==> src/rtl/fir_stream_ctrl_if.sv <==
// Stream and datapath bundle for fir_stream_ctrl.
// master = controller side, slave = fabric/datapath side.
interface fir_stream_ctrl_if #(
  parameter int NTAPS   = 8,
  parameter int COEFF_W = 8,
  parameter int DATA_W  = 8,
  parameter int ACC_W   = 32
);
  localparam int AW = $clog2(NTAPS);

  logic               i_cfg_start;
  logic               i_cfg_valid;
  logic [COEFF_W-1:0] i_cfg_data;
  logic               o_cfg_ready;
  logic               i_s_valid;
  logic [DATA_W-1:0]  i_s_data;
  logic               o_s_ready;
  logic               o_m_valid;
  logic [ACC_W-1:0]   o_m_data;
  logic               i_m_ready;
  logic               o_coeff_write_en;
  logic [AW-1:0]      o_coeff_addr;
  logic [COEFF_W-1:0] o_coeff_data;
  logic               o_shift_enable;
  logic [DATA_W-1:0]  o_data;
  logic [ACC_W-1:0]   i_fir_data;
  logic               o_loaded;

  modport master (
    input  i_cfg_start, i_cfg_valid, i_cfg_data,
    output o_cfg_ready,
    input  i_s_valid, i_s_data,
    output o_s_ready,
    output o_m_valid, o_m_data,
    input  i_m_ready,
    output o_coeff_write_en, o_coeff_addr,
    output o_coeff_data,
    output o_shift_enable, o_data,
    input  i_fir_data,
    output o_loaded
  );

  modport slave (
    output i_cfg_start, i_cfg_valid, i_cfg_data,
    input  o_cfg_ready,
    output i_s_valid, i_s_data,
    input  o_s_ready,
    input  o_m_valid, o_m_data,
    output i_m_ready,
    input  o_coeff_write_en, o_coeff_addr,
    input  o_coeff_data,
    input  o_shift_enable, o_data,
    output i_fir_data,
    input  o_loaded
  );
endinterface

==> src/rtl/fir_stream_ctrl.sv <==
// Stream-to-datapath controller for the 8-tap FIR.
// Optional FIR_CTRL_FLUSH_EN: zero the delay line after reload.
module fir_stream_ctrl #(
  parameter int NTAPS = 8,
  parameter int ACC_W = 32
) (
  input  logic clk,
  input  logic rst,
  fir_stream_ctrl_if.master bus
);
  localparam int AW = $clog2(NTAPS);

`ifdef FIR_CTRL_FLUSH_EN
  typedef enum logic [1:0] {
    IDLE, LOAD, RUN, FLUSH
  } state_t;
`else
  typedef enum logic [1:0] {
    IDLE, LOAD, RUN
  } state_t;
`endif

  state_t           state;
  logic [AW-1:0]    cnt;
  logic             pend;
  logic             m_valid;
  logic [ACC_W-1:0] m_data;
  logic             loaded;

  logic in_load;
  logic in_run;
  logic in_flush;
  logic slot_free;
  logic s_ready;
  logic s_hs;
  logic cfg_hs;
  logic start_ok;
  logic last;
  logic flush_shift;

  assign in_load = (state == LOAD);
  assign in_run  = (state == RUN);
`ifdef FIR_CTRL_FLUSH_EN
  assign in_flush = (state == FLUSH);
`else
  assign in_flush = 1'b0;
`endif

  assign slot_free = !m_valid | bus.i_m_ready;
  assign s_ready   = in_run & !pend & slot_free
                   & !bus.i_cfg_start;
  assign s_hs      = s_ready & bus.i_s_valid;
  assign cfg_hs    = in_load & bus.i_cfg_valid
                   & !bus.i_cfg_start;
  assign start_ok  = bus.i_cfg_start & !pend & !m_valid
                   & ((state == IDLE) | in_run);
  assign last      = (cnt == AW'(NTAPS - 1));
  assign flush_shift = in_flush & !bus.i_cfg_start;

  assign bus.o_cfg_ready      = in_load;
  assign bus.o_coeff_write_en = cfg_hs;
  assign bus.o_coeff_addr     = in_load ? cnt : '0;
  assign bus.o_coeff_data     = in_load ? bus.i_cfg_data : '0;
  assign bus.o_s_ready        = s_ready;
  assign bus.o_shift_enable   = s_hs | flush_shift;
  assign bus.o_data           = s_hs ? bus.i_s_data : '0;
  assign bus.o_m_valid        = m_valid;
  assign bus.o_m_data         = m_data;
  assign bus.o_loaded         = loaded;

  // Control FSM, result slot and pending-capture tracking.
  always_ff @(posedge clk) begin
    if (rst) begin
      state   <= IDLE;
      cnt     <= '0;
      pend    <= 1'b0;
      m_valid <= 1'b0;
      m_data  <= '0;
      loaded  <= 1'b0;
    end else begin
      if (m_valid & bus.i_m_ready)
        m_valid <= 1'b0;
      if (pend & slot_free) begin
        m_data  <= bus.i_fir_data;
        m_valid <= 1'b1;
        pend    <= 1'b0;
      end
      if (s_hs)
        pend <= 1'b1;

      unique case (state)
        IDLE, RUN: begin
          if (start_ok) begin
            state  <= LOAD;
            cnt    <= '0;
            loaded <= 1'b0;
          end
        end
        LOAD: begin
          if (bus.i_cfg_start) begin
            cnt <= '0;
          end else if (cfg_hs) begin
            if (last) begin
              cnt    <= '0;
              loaded <= 1'b1;
`ifdef FIR_CTRL_FLUSH_EN
              state  <= FLUSH;
`else
              state  <= RUN;
`endif
            end else begin
              cnt <= cnt + AW'(1);
            end
          end
        end
`ifdef FIR_CTRL_FLUSH_EN
        FLUSH: begin
          if (bus.i_cfg_start) begin
            state  <= LOAD;
            cnt    <= '0;
            loaded <= 1'b0;
          end else if (last) begin
            state <= RUN;
            cnt   <= '0;
          end else begin
            cnt <= cnt + AW'(1);
          end
        end
`endif
        default: state <= IDLE;
      endcase
    end
  end
endmodule

==> src/flat_wrapper.sv <==
// flat-port wrapper written by rule: the top's interface ports become plain ports
module fir_stream_ctrl_flat 
#(
  parameter int NTAPS = 8,
  parameter int ACC_W = 32
)
  (clk, rst, bus_i_cfg_start, bus_i_cfg_valid, bus_i_cfg_data, bus_o_cfg_ready, bus_i_s_valid, bus_i_s_data, bus_o_s_ready, bus_o_m_valid, bus_o_m_data, bus_i_m_ready, bus_o_coeff_write_en, bus_o_coeff_addr, bus_o_coeff_data, bus_o_shift_enable, bus_o_data, bus_i_fir_data, bus_o_loaded);
  fir_stream_ctrl_if #(.NTAPS(NTAPS), .ACC_W(ACC_W)) bus_i ();
  input  logic clk;
  input  logic rst;
  input wire logic [$bits(bus_i.i_cfg_start)-1:0] bus_i_cfg_start;
  input wire logic [$bits(bus_i.i_cfg_valid)-1:0] bus_i_cfg_valid;
  input wire logic [$bits(bus_i.i_cfg_data)-1:0] bus_i_cfg_data;
  output wire logic [$bits(bus_i.o_cfg_ready)-1:0] bus_o_cfg_ready;
  input wire logic [$bits(bus_i.i_s_valid)-1:0] bus_i_s_valid;
  input wire logic [$bits(bus_i.i_s_data)-1:0] bus_i_s_data;
  output wire logic [$bits(bus_i.o_s_ready)-1:0] bus_o_s_ready;
  output wire logic [$bits(bus_i.o_m_valid)-1:0] bus_o_m_valid;
  output wire logic [$bits(bus_i.o_m_data)-1:0] bus_o_m_data;
  input wire logic [$bits(bus_i.i_m_ready)-1:0] bus_i_m_ready;
  output wire logic [$bits(bus_i.o_coeff_write_en)-1:0] bus_o_coeff_write_en;
  output wire logic [$bits(bus_i.o_coeff_addr)-1:0] bus_o_coeff_addr;
  output wire logic [$bits(bus_i.o_coeff_data)-1:0] bus_o_coeff_data;
  output wire logic [$bits(bus_i.o_shift_enable)-1:0] bus_o_shift_enable;
  output wire logic [$bits(bus_i.o_data)-1:0] bus_o_data;
  input wire logic [$bits(bus_i.i_fir_data)-1:0] bus_i_fir_data;
  output wire logic [$bits(bus_i.o_loaded)-1:0] bus_o_loaded;
  assign bus_i.i_cfg_start = bus_i_cfg_start;
  assign bus_i.i_cfg_valid = bus_i_cfg_valid;
  assign bus_i.i_cfg_data = bus_i_cfg_data;
  assign bus_o_cfg_ready = bus_i.o_cfg_ready;
  assign bus_i.i_s_valid = bus_i_s_valid;
  assign bus_i.i_s_data = bus_i_s_data;
  assign bus_o_s_ready = bus_i.o_s_ready;
  assign bus_o_m_valid = bus_i.o_m_valid;
  assign bus_o_m_data = bus_i.o_m_data;
  assign bus_i.i_m_ready = bus_i_m_ready;
  assign bus_o_coeff_write_en = bus_i.o_coeff_write_en;
  assign bus_o_coeff_addr = bus_i.o_coeff_addr;
  assign bus_o_coeff_data = bus_i.o_coeff_data;
  assign bus_o_shift_enable = bus_i.o_shift_enable;
  assign bus_o_data = bus_i.o_data;
  assign bus_i.i_fir_data = bus_i_fir_data;
  assign bus_o_loaded = bus_i.o_loaded;
  fir_stream_ctrl #(.NTAPS(NTAPS), .ACC_W(ACC_W)) u_core (.clk(clk), .rst(rst), .bus(bus_i));
endmodule
==> config.mk <==
export PLATFORM = sky130hd
export DESIGN_NAME = fir_stream_ctrl_flat
export DESIGN_NICKNAME = d
export VERILOG_FILES = /design/src/rtl/fir_stream_ctrl_if.sv /design/src/rtl/fir_stream_ctrl.sv /design/src/flat_wrapper.sv
export SDC_FILE = /design/constraint.sdc
export NUM_CORES = 1
export LEC_CHECK = 0
export ABC_AREA = 1
export CORE_UTILIZATION = 39
export CTS_CLUSTER_DIAMETER = 80
export DETAILED_ROUTE_END_ITERATION = 16
export PLACE_DENSITY = 0.88
export SLEW_MARGIN = 10
export SYNTH_ARGS = -nofsm -noshare
export SYNTH_HDL_FRONTEND = slang
export SYNTH_SLANG_ARGS = --single-unit
==> constraint.sdc <==
create_clock -name clk -period 2.7 [get_ports clk]
set_input_delay 0.54 -clock clk [delete_from_list [all_inputs] [get_ports clk]]
set_output_delay 0.54 -clock clk [all_outputs]
set_load 0.005 [all_outputs]
==> metrics.cfg <==
[outcome]
result_of_the_run = complete, no violations

[synth]
synth.net_count = 302
synth_edf_count = 0
sequential_area_share_after_synthesis_pct = 46.68
synth_cells = 246
synth_flop_cell = dfxtp_1
yosysUniqueCellTypes = 22
synthArstFlopShare_pct = 0
mapped_area_sq_um = 1715
ys_ff_latch = 40
yosysWarnings = 0
syn_area_per_cell_sq_um = 6.973

[clock_network]
cts_max_path_buffers = 2
cts_setup_buffers = 0
ctsHtreeMaxLevel = 2
cts.sink_count = 40
clock-root-buffer = clkbuf_8
clkTransAtPathRegs_ns = 0.06
numCtsBuffers = 5
cts_resized = 0
clk-insertion-delay-late_ns = 0.29
ctsHoldBuffers = 0
tritoncts = built

[timing]
worst_clock_skew_ns = 0.008875
rsz0062_at_grt = false
relSlewSlack_pct = 43.12
fmaxAchievable_ghz = 0.3788
slew_violations = 0
timing.final.crit_share_pct = 97.78
timing.final.hold_violations = 0
worst_pin_slew_ns = 0.8523
finalSetupViolCount = 0
tns_ns = 0
timing.final.crit_period_ns = 2.640

[power_and_ir_drop]
vdd_drop_max_uv = 318.6
p_per_area_nw_per_um2 = 396.6
power.leakage_nw = 1.177

[die]
core-area_sq_um = 4115
dieArea_sq_um = 4668
overall_die_height_microns = 68.32
effective_utilization_at_floorplan_pct = 41.68
std_cell_rows = 23
die_w_microns = 68.32
boundaryPins = 111

[worst_setup_path]
worst_ep_arrival_time_ns = 2.10
worstSetupEndpointType = output port
timing.critical_path.from_type = input port
cp_data_required_time_ns = 2.16
worstPathMaxFanout = 5
critical_path_class = in2out

[global_route]
wire_length_of_the_first_global_routing_pass_microns = 6679
groute.usage.overall_pct = 19.41
grt_pass1_vias = 1562
grt_start_max_net_pins = 36
grt_antenna_before_repair = 0
overflow = 0

[cells_and_area]
area_growth_pct = 68.78
num-nets-final = 410
antennaDiodeCount = 0
layout.filler_cells = 343
post_route_cells_drive_above_1_share_pct = 4.802
final_cell_area_sq_um = 2895

[route]
drt_drc_violations_left = 0
first_iter_violations = 87
vias_per_cell = 4.554
ant_nets = 0
routed_wire_length_per_instance_microns = 11.00
routed-via-count = 1840
dr.pass1.iters = 4
wl_microns = 4442

[place]
placement.io_buffers = 110
dp_hpwl_microns = 3241
postPlaceCellArea_sq_um = 2808
globalplace.congestion = 0.7823

[worst_hold_path]
hold_path_class = reg2reg

[job]
max_cap_violations = 0

==> layout by cell type, fill, tap and decap left out, types with 2 or more instances in the layout <==
master,instances
nor2_1,92
nand2_1,22
inv_2,2
dfxtp_1,40
clkdlybuf4s50_1,110
nand3_1,4
clkbuf_8,5
nand3_2,2
a21oi_1,2
ha_1,2
nor2_2,3
o21ai_0,29
o21ai_1,4
inv_1,28
==> sequential cells by signal, indices dropped and copies added (netlist names) <==
signal                flops
u_core.bus.o_m_data      32
u_core.pend               1
u_core.bus.o_loaded       1
u_core.bus.o_m_valid      1
u_core.state              2
u_core.cnt                3
==> synth_stat cells (2+ instances only) <==
| library cell | n | area (sq um) |
|---|---|---|
| nor2_1 | 94 | 352.8 |
| dfxtp_1 | 40 | 800.8 |
| o21ai_0 | 29 | 145.1 |
| inv_1 | 28 | 105.1 |
| nand2_1 | 22 | 82.58 |
| o21ai_1 | 4 | 20.02 |
| buf_2 | 3 | 15.01 |
| buf_4 | 3 | 22.52 |
| buf_6 | 3 | 33.78 |
| nand3_1 | 3 | 15.01 |
| a21oi_1 | 2 | 10.01 |
| clkbuf_1 | 2 | 7.510 |
| ha_1 | 2 | 25.02 |
| inv_2 | 2 | 7.510 |
| nand3_2 | 2 | 20.02 |
==> kinds of logic (layout without fill, tap and decap cells) <==
family,after synthesis,after routing,share of synthesized area [%]
and+or+nand+nor,128,129,30.49
AOI/OAI and AO/OA,35,35,10.21
adders and majority gates,2,2,1.459
buffers and inverters,41,148,11.16
DFF,40,40,46.68
==> worst paths after layout <==
kind,to,cells after the start,slack [ns],from
min reg2reg,u_core.bus.o_loaded,2,0.47,u_core.bus.o_loaded
max,bus_o_data[1],6,0.06,bus_i_m_ready
max reg2reg,u_core.bus.o_m_data[27],7,1.21,u_core.bus.o_m_valid
min,u_core.bus.o_loaded,2,0.47,u_core.bus.o_loaded
==> power by group <==
part	switching [mW]	internal, mW
registers	0.00424	0.596
logic	0.0676	0.112
clock network	0.192	0.176
==> worst max-delay path, stage by stage <==
cell             delay (ns)
clkdlybuf4s50_1        0.51
nor2_4                 0.06
nor2_2                 0.15
nand3_1                0.19
nor2_1                 0.14
clkdlybuf4s50_1        0.51
==> cell type report <==
class                   count  area [sq um]  area share, %
repair buffers            111          1109          38.29
flip-flops and latches     40         800.8          27.66
multi-input cells         166         733.2          25.32
inverters                  30         112.6          3.889
clock buffers               6         72.57          2.506
well taps                  50         62.56          2.161
clock inverters             1         5.005         0.1729
==> per-stage QoR <==
step / hold slack (ns) / worst slack [ns] / util, % / power (mW) / cells
after CTS: 0.4699 / 0.01986 / 70.11 / 1.161 / 403
after global routing: 0.5059 / 0.01018 / 70.36 / 1.211 / 404
after detailed placement: 0.4593 / 0.03248 / 68.23 / 0.7944 / 396
after global placement: 0.4542 / 0.1178 / 68.23 / 0.7905 / 396
final: 0.4711 / 0.06002 / 70.36 / 1.148 / 404
after floorplan: 0.4557 / 1.054 / - / 0.6806 / 246
==> metal layers <==
metal / routed length, microns / global-route usage (%) / share of wire [%]
met1: 1826 / 20.42 / 41
met2: 2170 / 34.07 / 49
met3: 387 / 7.167 / 8.7
met4: 57 / 8.854 / 1.3
met5: 0 / 0 / 0
(Power assumes the default switching activity.)
